$ cat src/rtl/generic_lfsr_tpg.sv
// Galois LFSR test pattern generator driving a MISR compactor; pattern_out is registered, valid/done/restart are same-cycle.
// Hold stalls pattern emission in RUN; waits up to SIG_TIMEOUT cycles for compactor done. Optional macro: TPG_SEED_LOAD_EN (seed_in port).
module generic_lfsr_tpg #(
    parameter int          N            = 32,
    parameter int          NUM_PATTERNS = 32,
    parameter logic [N-1:0] SEED        = {{(N-1){1'b0}}, 1'b1},
    parameter int          SIG_TIMEOUT  = 64
) (
    input  logic         clk,
    input  logic         rst,
    input  logic         start,
    input  logic         hold,
    input  logic [N-1:0] coeff,
`ifdef TPG_SEED_LOAD_EN
    input  logic [N-1:0] seed_in,
`endif
    output logic [N-1:0] pattern_out,
    output logic         pattern_valid,
    input  logic         misr_done_in,
    output logic         misr_restart,
    output logic         busy,
    output logic         done,
    output logic         timeout_err
);

    localparam int PW = $clog2(NUM_PATTERNS) + 1;
    localparam int TW = $clog2(SIG_TIMEOUT) + 1;
    localparam logic [N-1:0]  ONE      = {{(N-1){1'b0}}, 1'b1};
    localparam logic [N-1:0]  SEED_FIX = (SEED == '0) ? ONE : SEED;
    localparam logic [PW-1:0] PAT_LAST = PW'(NUM_PATTERNS - 1);
    localparam logic [TW-1:0] TO_LAST  = TW'(SIG_TIMEOUT - 1);

    typedef enum logic [1:0] {
        ST_IDLE,
        ST_RUN,
        ST_WAIT_SIG
    } state_t;

    state_t        state, state_n;
    logic [N-1:0]  lfsr, lfsr_n;
    logic [PW-1:0] pat_cnt, pat_cnt_n;
    logic [TW-1:0] to_cnt, to_cnt_n;
    logic          timeout_n;
    logic [N-1:0]  run_seed;

    // Zero state would lock the Galois register forever, so it is forced to 1.
    function automatic logic [N-1:0] lfsr_step(input logic [N-1:0] q, input logic [N-1:0] c);
        logic [N-1:0] r;
        if (q == '0)
            r = ONE;
        else
            r = {q[N-2:0], 1'b0} ^ (c & {N{q[N-1]}});
        return r;
    endfunction

`ifdef TPG_SEED_LOAD_EN
    assign run_seed = (seed_in == '0) ? ONE : seed_in;
`else
    assign run_seed = SEED_FIX;
`endif

    assign pattern_out = lfsr;

    always_comb begin
        state_n       = state;
        lfsr_n        = lfsr;
        pat_cnt_n     = pat_cnt;
        to_cnt_n      = to_cnt;
        timeout_n     = timeout_err;
        pattern_valid = 1'b0;
        misr_restart  = 1'b0;
        done          = 1'b0;
        busy          = (state == ST_RUN) || (state == ST_WAIT_SIG);
        case (state)
            ST_IDLE: begin
                if (start) begin
                    lfsr_n    = run_seed;
                    pat_cnt_n = '0;
                    timeout_n = 1'b0;
                    state_n   = ST_RUN;
                end
            end
            ST_RUN: begin
                pattern_valid = ~hold;
                if (!hold) begin
                    pat_cnt_n = pat_cnt + 1'b1;
                    // The final pattern is not advanced past so it stays visible until the next start.
                    if (pat_cnt == PAT_LAST) begin
                        to_cnt_n = '0;
                        state_n  = ST_WAIT_SIG;
                    end else begin
                        lfsr_n = lfsr_step(lfsr, coeff);
                    end
                end
            end
            ST_WAIT_SIG: begin
                to_cnt_n = to_cnt + 1'b1;
                if (misr_done_in) begin
                    misr_restart = 1'b1;
                    done         = 1'b1;
                    state_n      = ST_IDLE;
                end else if (to_cnt == TO_LAST) begin
                    misr_restart = 1'b1;
                    timeout_n    = 1'b1;
                    state_n      = ST_IDLE;
                end
            end
            default: state_n = ST_IDLE;
        endcase
    end

    always_ff @(posedge clk) begin
        if (rst) begin
            state       <= ST_IDLE;
            lfsr        <= SEED_FIX;
            pat_cnt     <= '0;
            to_cnt      <= '0;
            timeout_err <= 1'b0;
        end else begin
            state       <= state_n;
            lfsr        <= lfsr_n;
            pat_cnt     <= pat_cnt_n;
            to_cnt      <= to_cnt_n;
            timeout_err <= timeout_n;
        end
    end

endmodule

$ cat config.mk
export PLATFORM = sky130hd
export DESIGN_NAME = generic_lfsr_tpg
export DESIGN_NICKNAME = d
export VERILOG_FILES = /design/src/rtl/generic_lfsr_tpg.sv
export SDC_FILE = /design/constraint.sdc
export NUM_CORES = 1
export LEC_CHECK = 0
export BUFFER_PORTS_ARGS = -buffer_cell sky130_fd_sc_hd__buf_2
export CAP_MARGIN = 25
export CORE_MARGIN = 2
export CORE_UTILIZATION = 56
export DETAILED_ROUTE_END_ITERATION = 10
export GPL_TIMING_DRIVEN = 0
export HOLD_SLACK_MARGIN = 0.08
export MAX_ROUTING_LAYER = met4
export PLACE_DENSITY = 0.82
export SETUP_SLACK_MARGIN = 0.15
export SLEW_MARGIN = 15
export SYNTH_ARGS = -nofsm -noshare
export SYNTH_HDL_FRONTEND = slang
export SYNTH_SLANG_ARGS = --single-unit
$ cat constraint.sdc
create_clock -name clk -period 4 [get_ports clk]
set_input_delay 0.6 -clock clk [delete_from_list [all_inputs] [get_ports clk]]
set_output_delay 0.6 -clock clk [all_outputs]
set_load 0.01 [all_outputs]
After elaboration in Yosys (flattened, before gate mapping)
Cells that the tools add are included.

storage, ports and cells
  flip-flop bits (word level) = 48
  input port bits = 37
  output and inout bits = 37
  word-level logic and storage cells = 59

cells by class
  add/subtract/negate cells = 2
  equal/unequal tests = 11
  mux-type cells = 27
  bitwise operators = 3
  reduce and logical (&&, ||, !) cells = 11

operator list
  kind                                                    count
  2-to-1 mux 32 bit                                       4
  one-hot mux 32 bit (2 select lines)                     1
  AND 32 bit                                              1
  zero test 32 bit                                        1
  XOR 32 bit                                              1
  2-to-1 mux 7 bit                                        2
  one-hot mux 7 bit (2 select lines)                      1
  2-to-1 mux 6 bit                                        2
  one-hot mux 6 bit (2 select lines)                      1
  AND reduction 4 bit                                     3
  2-to-1 mux 2 bit                                        5
  2-to-1 mux 1 bit                                        9
  inequality test 2 bit (second input constant)           4
  adder 7 x 1 -> 7 bit (second input constant)            1
  equality test 7 x 6 -> 1 bit (second input constant)    1
  adder 6 x 1 -> 6 bit (second input constant)            1
  equality test 6 x 5 -> 1 bit (second input constant)    1
  one-hot mux 2 bit (3 select lines)                      1
  AND reduction 3 bit                                     2
  nonzero test 2 bit                                      3
  inequality test 2 x 1 -> 1 bit (second input constant)  2
  inequality test 3 x 2 -> 1 bit (second input constant)  1
  equality test 2 x 1 -> 1 bit (second input constant)    1
  equality test 2 bit (second input constant)             1
  other kinds (4)                                         4

Logic depth before layout (Yosys ltp)
Gate-level depths: netlist (run 1).

  depth in word-level cells = 6
  gate-level depth with buffers = 9
  mapped depth without buffers = 7

Worst setup path after synthesis (run 1)
OpenSTA, ideal clock, no wires.

  path kind = input port to flip-flop
  start point = input port hold
  end point = register to_cnt[4]
  library setup time = 0.071 ns
  data arrival time = 1.712 ns
  required time = 3.929 ns
  setup slack = 2.216 ns
  stages on the path = 5
  path buffers = 1
  cells stage by stage = nand2b_1 > o32a_1 > buf_6 > or3_1 > a21oi_1

between the ends
  cells in the longest elaborated chain, start to end = 2

ends and longest elaborated chain
  item                             line  RTL
  start, declared                  12    input logic hold,
  inequality test 2 bit (no line)  n/a
  AND reduction 3 bit (no line)    n/a
  end signal, assigned             123   to_cnt <= to_cnt_n;
  end, declared                    42    logic [TW-1:0] to_cnt, to_cnt_n;

Every way passes these cells.
A chain may end at the register's enable or synchronous reset.

Worst setup path in the final report (run 1)
  start point = register state[0]
  end point = register lfsr[5] (netlist: pattern_out[5])

between the ends
  cells in the longest elaborated chain, start to end = 3
  elaborated cells between the ends (all ways) = 8
  classes of those cells = eq/ne (4); mux (1); reduce/logical (3)

ends and longest elaborated chain
  item                                                                   line  RTL
  start, declared                                                        39    state_t state, state_n;
  start signal, assigned                                                 120   state <= state_n;
  equality test 2 x 1 -> 1 bit or zero test 2 bit (tied branches)        74    case (state)
  inequality test 2 bit (no line) or nonzero test 2 bit (tied branches)  n/a
  AND reduction 4 bit (no line)                                          n/a
  end signal, assigned                                                   121   lfsr <= lfsr_n;
  end, declared                                                          40    logic [N-1:0] lfsr, lfsr_n;

Several ways; a longest one is shown, not always the timed one.

==> metrics.yaml, run 1 <==
floorplanning:
  core_um2: 4384
  initial_core_util: 0.5836
  die_x_um: 71.60
  boundaryPins: 74
  fp.dieH_um: 71.60
  die_area_um2: 5126
  rows: 24
timing:
  fin_skew_ns: 0.01082
  period_share: 0.5510
  tightest_slew_ns: 0.7279
  rsz0062_at_grt: "no"
  period_minus_slack_ns: 2.204
  setup_slack_ns: 1.796
  setup-tns-final_ns: 0
  max_freq_mhz: 453.7
  slew_violations: 0
  setup_viol: 0
  hold_violations: 0
  relSlewSlack: 0.5126
power_and_ir_drop:
  intPower_w: 0.0007419
  clkPwrFrac: 0.240
  combPwrFrac: 0.326
  irDropWorstVdd_mv: 0.1918
  p_sw_w: 0.0004324
  sequentialPowerShare: 0.435
  p_per_area_nw_per_um2: 382.4
  p_sw_frac: 0.3682
  p_leak_nw: 1.200
place:
  gp_congestion: 0.8457
  dpl.hpwl_um: 4556
  portBuffers: 72
  pre_cts_ws_ns: 1.890
drt:
  drc_errors: 0
  num_vias: 2563
  viasPerCell: 5.645
  drtIter0Drc: 203
  postRouteAntennaNets: 0
  wl_per_cell_um: 13.86
  finalWirelength_um: 6291
  dr.pass1.iters: 5
cells_and_area:
  final_common_cell: "buf_2"
  syn2layout_area_growth_pct: 20.00
  antenna_cells: 0
  layout_common_cells: "76 x buf_2, 63 x nand2_1, 48 x dfxtp_1"
  nets: 444
  nFillCells: 375
  drive_gt1_frac: 0.2264
min_path:
  hold_start: "state[1]$_SDFFE_PP0P_"
  hp-class: "reg2reg"
run:
  maxCapViolCount: 0
synth:
  synth_area_per_cell_um2: 7.946
  synthFlopType: "dfxtp_1"
  synth_top_area_share: 0.3756
  ys_seq_area_frac: 0.3756
  yosys-top-cells-area: "dfxtp_1 38%, nand2_1 9.2%, xnor2_1 9.2%, nand3_1 6.1%, a21oi_1 5.9%"
  synthesis.area_um2: 2559
  synth_edf_count: 0
  syn_nets: 364
  yosysWarnings: 0
  synth_seq_cells: 48
  ys_types: 41
  async_flop_share: 0
  yosys.area.top_type: "dfxtp_1"
  syn-instance-count: 322
clock_network:
  cts_resized: 0
  holdBufCountCts: 0
  cts_tree: "yes"
  cts_sinks: 48
  cts_buffer_depth: 2
  root_buffer: "clkbuf_8"
  clkTransAtPathRegs_ns: 0.09
  clk_latency_ns: 0.31
  post-cts-setup-buffers: 0
  cts_buffers: 5
  cts.htree.levels: 2
critical_path:
  crit_start: "state[0]$_SDFFE_PP0P_"
  cp-end-kind: "register"
  worstPathMaxFanout: 10
  cp.arrival_ns: 2.43
  timing.rr.start: "state[0]$_SDFFE_PP0P_"
  setup.worst_path.class: "reg2reg"
  startpoint_type: "register"
  required_ns: 4.23
global_routing:
  grt_pass1_vias: 2282
  overflow: 0
  antenna_found_initial: 0
  grt.total_usage: 0.2584
  grt_start_max_net_pins: 15
  grt_pass1_wl_um: 10420
run_status:
  outcome: "finished, final reports clean"
## path summary, 6_finish.rpt
check | endpoint | slack [ns] | cells past startpoint
setup / recovery | pattern_out[5]$_SDFFE_PP0P_ | 1.80 | 7
hold / removal | state[1]$_SDFFE_PP0P_ | 0.50 | 2
setup reg to reg | pattern_out[5]$_SDFFE_PP0P_ | 1.80 | 7
hold reg to reg | state[1]$_SDFFE_PP0P_ | 0.50 | 2
## through the flow
stage,instance area (um^2),total power [W],cells,utilization,hold WS (ns)
after floorplan,2559,0.0007865,322,-,0.4515
after global placement,2984,0.0008930,446,0.6807,0.4667
after detailed placement,2989,0.0008977,447,0.6818,0.4842
after CTS,3070,0.001172,454,0.7003,0.4995
after global routing,3070,0.001237,454,0.7003,0.5205
final,3070,0.001174,454,0.7003,0.5000
## Yosys cell counts (2+ instances only)
library cell  count
o32a_1            2
inv_1             7
nor2_1           11
nand2_1          63
nand3b_1          2
dfxtp_1          48
clkbuf_1         12
nand2b_1          4
nor4_1            9
a211o_1           2
ha_1              5
a21oi_1          30
mux2i_1           5
o21ai_0           8
xnor2_1          27
buf_4             3
nor3_1            4
xor2_1            8
nand3_1          31
o31ai_1           7
buf_2             3
and2_1            3
nand4_1           4
nand4b_1          3
or3_1             5
## kinds of logic after synthesis
family	share of synthesized area
AND/OR/NAND/NOR	0.2719
AO/OA/AOI/OAI	0.1399
flip-flops	0.3755
XOR/XNOR	0.1198
buffers and inverters	0.04890
multiplexers	0.01956
adder cells (fa/ha/maj)	0.02445
## final cells by class
type,instances,area (um^2),share of cell area
clock buffer,5,68.82,0.02241
buffer,20,98.84,0.03219
tap,52,65.06,0.02119
sequential,48,960.9,0.3130
inverter,7,26.28,0.008557
multi-input combinational,247,1473,0.4796
clock inverter,2,12.51,0.004075
timing repair buffer,73,365.4,0.1190
## layer usage
metal / share of wire / wire length, um / global-route usage / up-vias
met5: 0 / 0 / - / -
met4: 0.013 / 80 / 0.08805 / 0
met3: 0.069 / 431 / 0.04641 / 9
met2: 0.46 / 2924 / 0.3940 / 109
met1: 0.45 / 2855 / 0.3476 / 1173
li1: - / - / - / 1272
## sequential cells by signal, indices dropped and copies added (netlist names)
signal       flops
pattern_out     32
state            2
pat_cnt          6
to_cnt           7
timeout_err      1
## power groups by stage
stage / clock network [W] / logic [W] / registers [W]
3_5_place_dp: 0 / 0.000377 / 0.000521
6_report: 0.000281 / 0.000383 / 0.000510
2_1_floorplan: 0 / 0.000267 / 0.000519
4_1_cts: 0.000281 / 0.000381 / 0.000510
3_3_place_gp: 0 / 0.000374 / 0.000519
5_1_grt: 0.000299 / 0.000425 / 0.000513
## worst max-delay path, cell delays in order, from the launching register on
cell and delay [ns]:
dfxtp_1 0.34, inv_1 0.08, ha_1 0.32, mux2i_1 0.62
a211o_1 0.25, buf_2 0.25, nand2_1 0.10, a21oi_1 0.18
No activity file was read; power rests on OpenSTA's default activity.
==> run 2: changes to the inputs <==
--- a/config.mk
+++ b/config.mk
@@ -5,15 +5,16 @@
 export SDC_FILE = /design/constraint.sdc
 export NUM_CORES = 1
 export LEC_CHECK = 0
+export ABC_AREA = 1
 export BUFFER_PORTS_ARGS = -buffer_cell sky130_fd_sc_hd__buf_2
 export CAP_MARGIN = 25
 export CORE_MARGIN = 2
-export CORE_UTILIZATION = 56
+export CORE_UTILIZATION = 53
 export DETAILED_ROUTE_END_ITERATION = 10
 export GPL_TIMING_DRIVEN = 0
 export HOLD_SLACK_MARGIN = 0.08
 export MAX_ROUTING_LAYER = met4
-export PLACE_DENSITY = 0.82
+export PLACE_DENSITY = 0.77
 export SETUP_SLACK_MARGIN = 0.15
 export SLEW_MARGIN = 15
 export SYNTH_ARGS = -nofsm -noshare
==> constraint.sdc (replaced) <==
create_clock -name clk -period 2.3 [get_ports clk]
set_input_delay 0.345 -clock clk [delete_from_list [all_inputs] [get_ports clk]]
set_output_delay 0.345 -clock clk [all_outputs]
set_load 0.01 [all_outputs]
==> metrics.yaml, run 2 <==
synth:
  synth_xor_area_frac: 0.009593  # -0.1102
  ys_seq_area_frac: 0.3508  # -0.02470
  ys_top_cells_by_count: "75 x nand2_1, 71 x nor2_1, 70 x a21oi_1"
  syn_nets: 456  # +25%
  yosysWarnings: 0  # unchanged
  synthAdderAreaFrac: 0.02284  # -0.001608
  ys_types: 25  # -39%
  async_flop_share: 0  # unchanged
  synth_seq_cells: 48  # unchanged
  syn-instance-count: 414  # +29%
  synth-compound-area-share: 0.1517  # +0.01181
  synthesis.area_um2: 2739  # +7.0%
  yosys.area.top_type: "dfxtp_1"
  synthFlopType: "dfxtp_1"
  synth-simple-area-share: 0.3787  # +0.1068
  yosysMostFrequentCell: "nand2_1"
  synth_top_area_share: 0.3508  # -0.02470
  synth.area.mux_share: 0  # -0.01956
  synth_edf_count: 0  # unchanged
  yosys-top-cells-area: "dfxtp_1 35%, a21oi_1 13%, nand2_1 10%, nor2_1 9.7%, nand3_1 7.3%"
  synth_area_per_cell_um2: 6.616  # -17%
  synth_top_family_by_area: "simple AND/OR/NAND/NOR gates"
min_path:
  hp-class: "in2reg"
timing:
  max_freq_mhz: 523.5
  relSlewSlack: 0.6304  # +0.1177
  period_share: 0.8305
  fin_skew_ns: 0.01280  # +0.001980 ns
  setup_viol: 0  # unchanged
  slew_violations: 0  # unchanged
  hold_violations: 0  # unchanged
  tightest_slew_ns: 0.5545  # -0.1734 ns
  rsz0062_at_grt: "no"
  period_minus_slack_ns: 1.910
  setup-tns-final_ns: 0  # unchanged
clock_network:
  cts_sinks: 48  # unchanged
  cts_buffers: 5  # unchanged
  clkTransAtPathRegs_ns: 0.10  # about the same
  cts_resized: 0  # unchanged
  cts_tree: "yes"
  cts.htree.levels: 2  # unchanged
  holdBufCountCts: 0  # unchanged
  cts_buffer_depth: 2  # unchanged
  root_buffer: "clkbuf_8"
  post-cts-setup-buffers: 0  # unchanged
  clk_latency_ns: 0.31  # about the same
cells_and_area:
  layout_common_cells: "78 x buf_2, 75 x nand2_1, 71 x nor2_1"
  largest_register_ffs: 32  # unchanged
  final_common_cell: "buf_2"
  drive_gt1_frac: 0.2146  # -0.01179
  nets: 535  # +20%
  antenna_cells: 0  # unchanged
  nFillCells: 467  # +25%
  syn2layout_area_growth_pct: 19.74
  utilization: 0.6504  # -0.04997
floorplanning:
  core_um2: 5042  # +15%
  boundaryPins: 74  # unchanged
  rows: 26  # +8.3%
  initial_core_util: 0.5432  # -0.04044
  die_area_um2: 5759  # +12%
  fp.dieH_um: 75.89  # +6.0%
  die_x_um: 75.89  # +6.0%
critical_path:
  worstPathMaxFanout: 3  # -7
  startpoint_type: "register"
  required_ns: 1.96  # -2.27 ns
  setup.worst_path.class: "reg2out"
  cp.arrival_ns: 1.57  # -0.86 ns
  timing.rr.start: "state[1]$_SDFFE_PP0P_"
  endpoint: "misr_restart"
  reg2reg_slack_ns: 0.63  # -1.17 ns
  cp-end-kind: "primary output"
  worstReg2RegEnd: "pattern_out[4]$_SDFFE_PP0P_"
  crit_start: "to_cnt[0]$_SDFFE_PP0P_"
  r2r_cells: 8  # +1
run:
  maxCapViolCount: 0  # unchanged
power_and_ir_drop:
  irDropWorstVdd_mv: 0.5546  # +190%
  p_per_area_nw_per_um2: 809.7  # +110%
  p_leak_nw: 1.351  # +13%
drt:
  postRouteAntennaNets: 0  # unchanged
  num_vias: 3118  # +22%
  finalWirelength_um: 7525  # +20%
  wl_per_cell_um: 13.34  # -3.7%
  drc_errors: 0  # unchanged
  drtIter0Drc: 218  # +7.4%
  dr.pass1.iters: 5  # unchanged
  viasPerCell: 5.528  # -2.1%
place:
  portBuffers: 72  # unchanged
  gp_congestion: 0.8475  # +0.21%
  dpl.hpwl_um: 5349  # +17%
global_routing:
  antenna_found_initial: 0  # unchanged
  met2_usage: 0.4655  # +0.07148
  grt_pass1_vias: 2788  # +22%
  grt.total_usage: 0.2741  # +0.01569
  grt_start_max_net_pins: 15  # unchanged
  grt_pass1_wl_um: 11930  # +15%
  use_met1: 0.3312  # -0.01639
  busiest_layer: "met2"
  overflow: 0  # unchanged
  grt.met3_usage: 0.04630  # -0.0001172
run_status:
  outcome: "finished, final reports clean"
[run 2: cells by family after synthesis]
logic type                 after synthesis
AOI/OAI and AO/OA                       80
DFF                                     48
xor gates and xnor gates                 3
buffers and inverters                   48
adders and majority gates                5
and+or+nand+nor                        230
[run 2: report_power, final]
group,internal (W),switching [W]
Combinational,0.000405,0.000793
Clock,0.000241,0.000297
Sequential,0.000878,0.0000415
Total,0.00152,0.00113
[run 2: metal layers]
metal  up-vias  part of all wire  routed length, um
met5         -                 0                  0
met4         0             0.012                 91
met3         7             0.063                471
met2       108              0.49               3723
met1      1448              0.43               3239
li1       1555                 -                  -
[run 2: area by class of cell]
cell class	instances	area, um^2	area share
buffer	25	150.1	0.04578
clock buffer	6	82.58	0.02518
clock inverter	2	10.01	0.003052
inverter	23	86.33	0.02633
multi-input combinational	318	1541	0.4700
sequential	48	960.9	0.2930
tap	70	87.58	0.02671
timing repair buffer	72	360.3	0.1099
[run 2: critical path, cell delays in order (launching register included)]
cell     delay, ns
dfxtp_1       0.39
ha_1          0.18
nand2_1       0.09
nor2_1        0.13
nand3_1       0.14
o21ai_0       0.18
buf_2         0.15
[run 2: worst min-delay path by stage]
stage                              from                      endpoint  slack (ns)  cells past startpoint
2_1_floorplan    to_cnt[3]$_SDFFE_PP0P_        to_cnt[3]$_SDFFE_PP0P_        0.45                      2
3_3_place_gp     to_cnt[3]$_SDFFE_PP0P_        to_cnt[3]$_SDFFE_PP0P_        0.45                      2
3_5_place_dp   timeout_err$_SDFFE_PP0P_      timeout_err$_SDFFE_PP0P_        0.46                      2
4_1_cts                       coeff[13]  pattern_out[13]$_SDFFE_PP0P_        0.36                      4
5_1_grt                       coeff[14]  pattern_out[14]$_SDFFE_PP0P_        0.39                      4
6_report                      coeff[13]  pattern_out[13]$_SDFFE_PP0P_        0.37                      4
[run 2: metrics by stage]
stage / hold WS (ns) / power, W / setup slack (ns) / std cells / instance area [um^2]
final: 0.3686 / 0.002655 / 0.3899 / 564 / 3279
after global routing: 0.3850 / 0.002834 / 0.2450 / 564 / 3279
after CTS: 0.3647 / 0.002664 / 0.3686 / 564 / 3279
after detailed placement: 0.4600 / 0.002132 / 0.6307 / 556 / 3187
after global placement: 0.4525 / 0.002114 / 0.6891 / 556 / 3187
after floorplan: 0.4453 / 0.001822 / 0.7904 / 414 / 2739
==> run 3: changes to the inputs <==
--- a/config.mk
+++ b/config.mk
@@ -9,12 +9,12 @@
 export BUFFER_PORTS_ARGS = -buffer_cell sky130_fd_sc_hd__buf_2
 export CAP_MARGIN = 25
 export CORE_MARGIN = 2
-export CORE_UTILIZATION = 53
+export CORE_UTILIZATION = 48
 export DETAILED_ROUTE_END_ITERATION = 10
 export GPL_TIMING_DRIVEN = 0
 export HOLD_SLACK_MARGIN = 0.08
 export MAX_ROUTING_LAYER = met4
-export PLACE_DENSITY = 0.77
+export PLACE_DENSITY = 0.74
 export SETUP_SLACK_MARGIN = 0.15
 export SLEW_MARGIN = 15
 export SYNTH_ARGS = -nofsm -noshare
==> constraint.sdc (replaced) <==
create_clock -name clk -period 1.65 [get_ports clk]
set_input_delay 0.2475 -clock clk [delete_from_list [all_inputs] [get_ports clk]]
set_output_delay 0.2475 -clock clk [all_outputs]
set_load 0.01 [all_outputs]
==> metrics.yaml, run 3 (synthesized netlist as in run 2, its figures left out) <==
drt:
  wl_per_cell_um: 14.63  # +9.7%
  finalWirelength_um: 8530  # +13%
  drtIter0Drc: 242  # +11%
  postRouteAntennaNets: 0  # unchanged
  drc_errors: 0  # unchanged
  num_vias: 3248  # +4.2%
  dr.pass1.iters: 5  # unchanged
  viasPerCell: 5.571  # +0.77%
clock_network:
  cts.htree.levels: 2  # unchanged
  clkTransAtPathRegs_ns: 0.09  # about the same
  clk_latency_ns: 0.31  # about the same
  cts_buffers: 5  # unchanged
  holdBufCountCts: 0  # unchanged
  cts_buffer_depth: 2  # unchanged
  cts_tree: "yes"
  root_buffer: "clkbuf_8"
  cts_sinks: 48  # unchanged
power_and_ir_drop:
  power_w: 0.004609  # +74%
  p_per_area_nw_per_um2: 1257  # +55%
  p_leak_nw: 1.524  # +13%
  irDropWorstVdd_mv: 0.9719  # +75%
place:
  dpl.hpwl_um: 5351  # about the same
  gp_congestion: 0.8374  # -1.2%
  portBuffers: 72  # unchanged
  dpl_cell_area_um2: 3196  # +0.27%
cells_and_area:
  syn2layout_area_growth_pct: 33.85
  drive_gt1_frac: 0.3072  # +0.09267
  utilization: 0.6658  # +0.01539
  layout_common_cells: "76 x buf_2, 69 x nand2_1, 67 x nor2_1"
  design_area_um2: 3666  # +12%
  nets: 552  # +3.2%
  final_common_cell: "buf_2"
  largest_register_ffs: 32  # unchanged
  nFillCells: 519  # +11%
  antenna_cells: 0  # unchanged
global_routing:
  grt_start_max_net_pins: 14  # -1
  antenna_found_initial: 0  # unchanged
  grt.total_usage: 0.2671  # -0.006997
  grt_pass1_wl_um: 13140  # +10%
  grt_pass1_vias: 2909  # +4.3%
  overflow: 0  # unchanged
floorplanning:
  initial_core_util: 0.4974  # -0.04579
  rows: 27  # +3.8%
  die_area_um2: 6327  # +9.9%
  fp.dieH_um: 79.54  # +4.8%
  boundaryPins: 74  # unchanged
  die_x_um: 79.54  # +4.8%
  core_um2: 5507  # +9.2%
timing:
  tightest_slew_ns: 0.5590  # +0.004506 ns
  period_minus_slack_ns: 1.643
  max_freq_mhz: 608.5
  period_share: 0.9959
  hold_violations: 0  # unchanged
  relSlewSlack: 0.6273  # -0.003004
  fin_skew_ns: 0.005553  # -0.007251 ns
  rsz0062_at_grt: "yes"
  setup_viol: 0  # unchanged
  whs_ns: 0.2822  # -0.08644 ns
  slew_violations: 0  # unchanged
  setup-tns-final_ns: 0  # unchanged
min_path:
  hp-class: "in2reg"
  min_path_cells: 4  # unchanged
critical_path:
  setup.worst_path.class: "reg2reg"
  cp-end-kind: "register"
  cp.arrival_ns: 1.89  # +0.32 ns
  r2r_cells: 11  # +3
  worstPathMaxFanout: 7  # +4
  startpoint_type: "register"
  required_ns: 1.90  # -0.06 ns
run:
  maxCapViolCount: 0  # unchanged
run_status:
  outcome: "finished, final reports clean"
==> run 3: cell count changes in the layout (fill, tap and decap cells not counted), sizes merged <==
cell / before / now
buf: 87 / 103
clkbuf: 16 / 18
clkinv: 2 / 0
nand2: 79 / 80
==> run 3: layout make-up <==
| type | count | area [um^2] | share of cell area |
|---|---|---|---|
| sequential | 48 | 968.4 | 0.2642 |
| tap | 72 | 90.09 | 0.02457 |
| inverter | 23 | 86.33 | 0.02355 |
| clock buffer | 8 | 90.09 | 0.02457 |
| timing repair buffer | 88 | 521.8 | 0.1423 |
| buffer | 25 | 212.7 | 0.05802 |
| multi-input combinational | 319 | 1697 | 0.4628 |
==> run 3: timing repair <==
item / 4_1_cts / 5_1_grt
setup buffers: 10 / 4
pin swaps: 7 / 7
gates resized for setup: 38 / 33
endpoints found under the setup margin: 45 / 49
gates cloned: 3 / 1
==> run 3: path summary, 6_finish.rpt <==
kind,startpoint,endpoint,slack [ns]
setup reg to reg,state[1]$_SDFFE_PP0P_,pat_cnt[4]$_SDFFE_PP0P_,0.007
hold reg to reg,pat_cnt[0]$_SDFFE_PP0P_,pat_cnt[0]$_SDFFE_PP0P_,0.46
setup / recovery,state[1]$_SDFFE_PP0P_,pat_cnt[4]$_SDFFE_PP0P_,0.007
hold / removal,start,timeout_err$_SDFFE_PP0P_,0.28
==> run 3: metrics by stage <==
step	setup WS, ns	cells
final	0.006710	583
after global routing	-0.06342	583
after CTS	0.07772	579
after detailed placement	0.01545	558
after global placement	0.02330	558
after floorplan	0.1599	414
==> run 3: metal layers <==
layer | global-route usage | vias up | wire (um)
met4 | 0.09483 | 0 | 121
met2 | 0.4277 | 113 | 4308
met5 | - | - | 0
met1 | 0.3385 | 1524 | 3635
met3 | 0.04977 | 15 | 465
li1 | - | 1596 | -
==> run 3: worst max-delay path, stage by stage, from the launching register on <==
cell	delay, ns
dfxtp_2	0.35
inv_2	0.05
ha_2	0.17
buf_6	0.13
nand2_4	0.06
o21ai_2	0.06
nor2_4	0.16
buf_12	0.17
nand2_2	0.07
o21bai_1	0.15
o21ai_1	0.11
nor2_1	0.10
==> run 3: where the power goes <==
group          total, W  switching, W  internal (W)
sequential      0.00131     0.0000718       0.00123
clock          0.000743      0.000400      0.000343
combinational   0.00256       0.00141       0.00115
total           0.00461       0.00189       0.00272
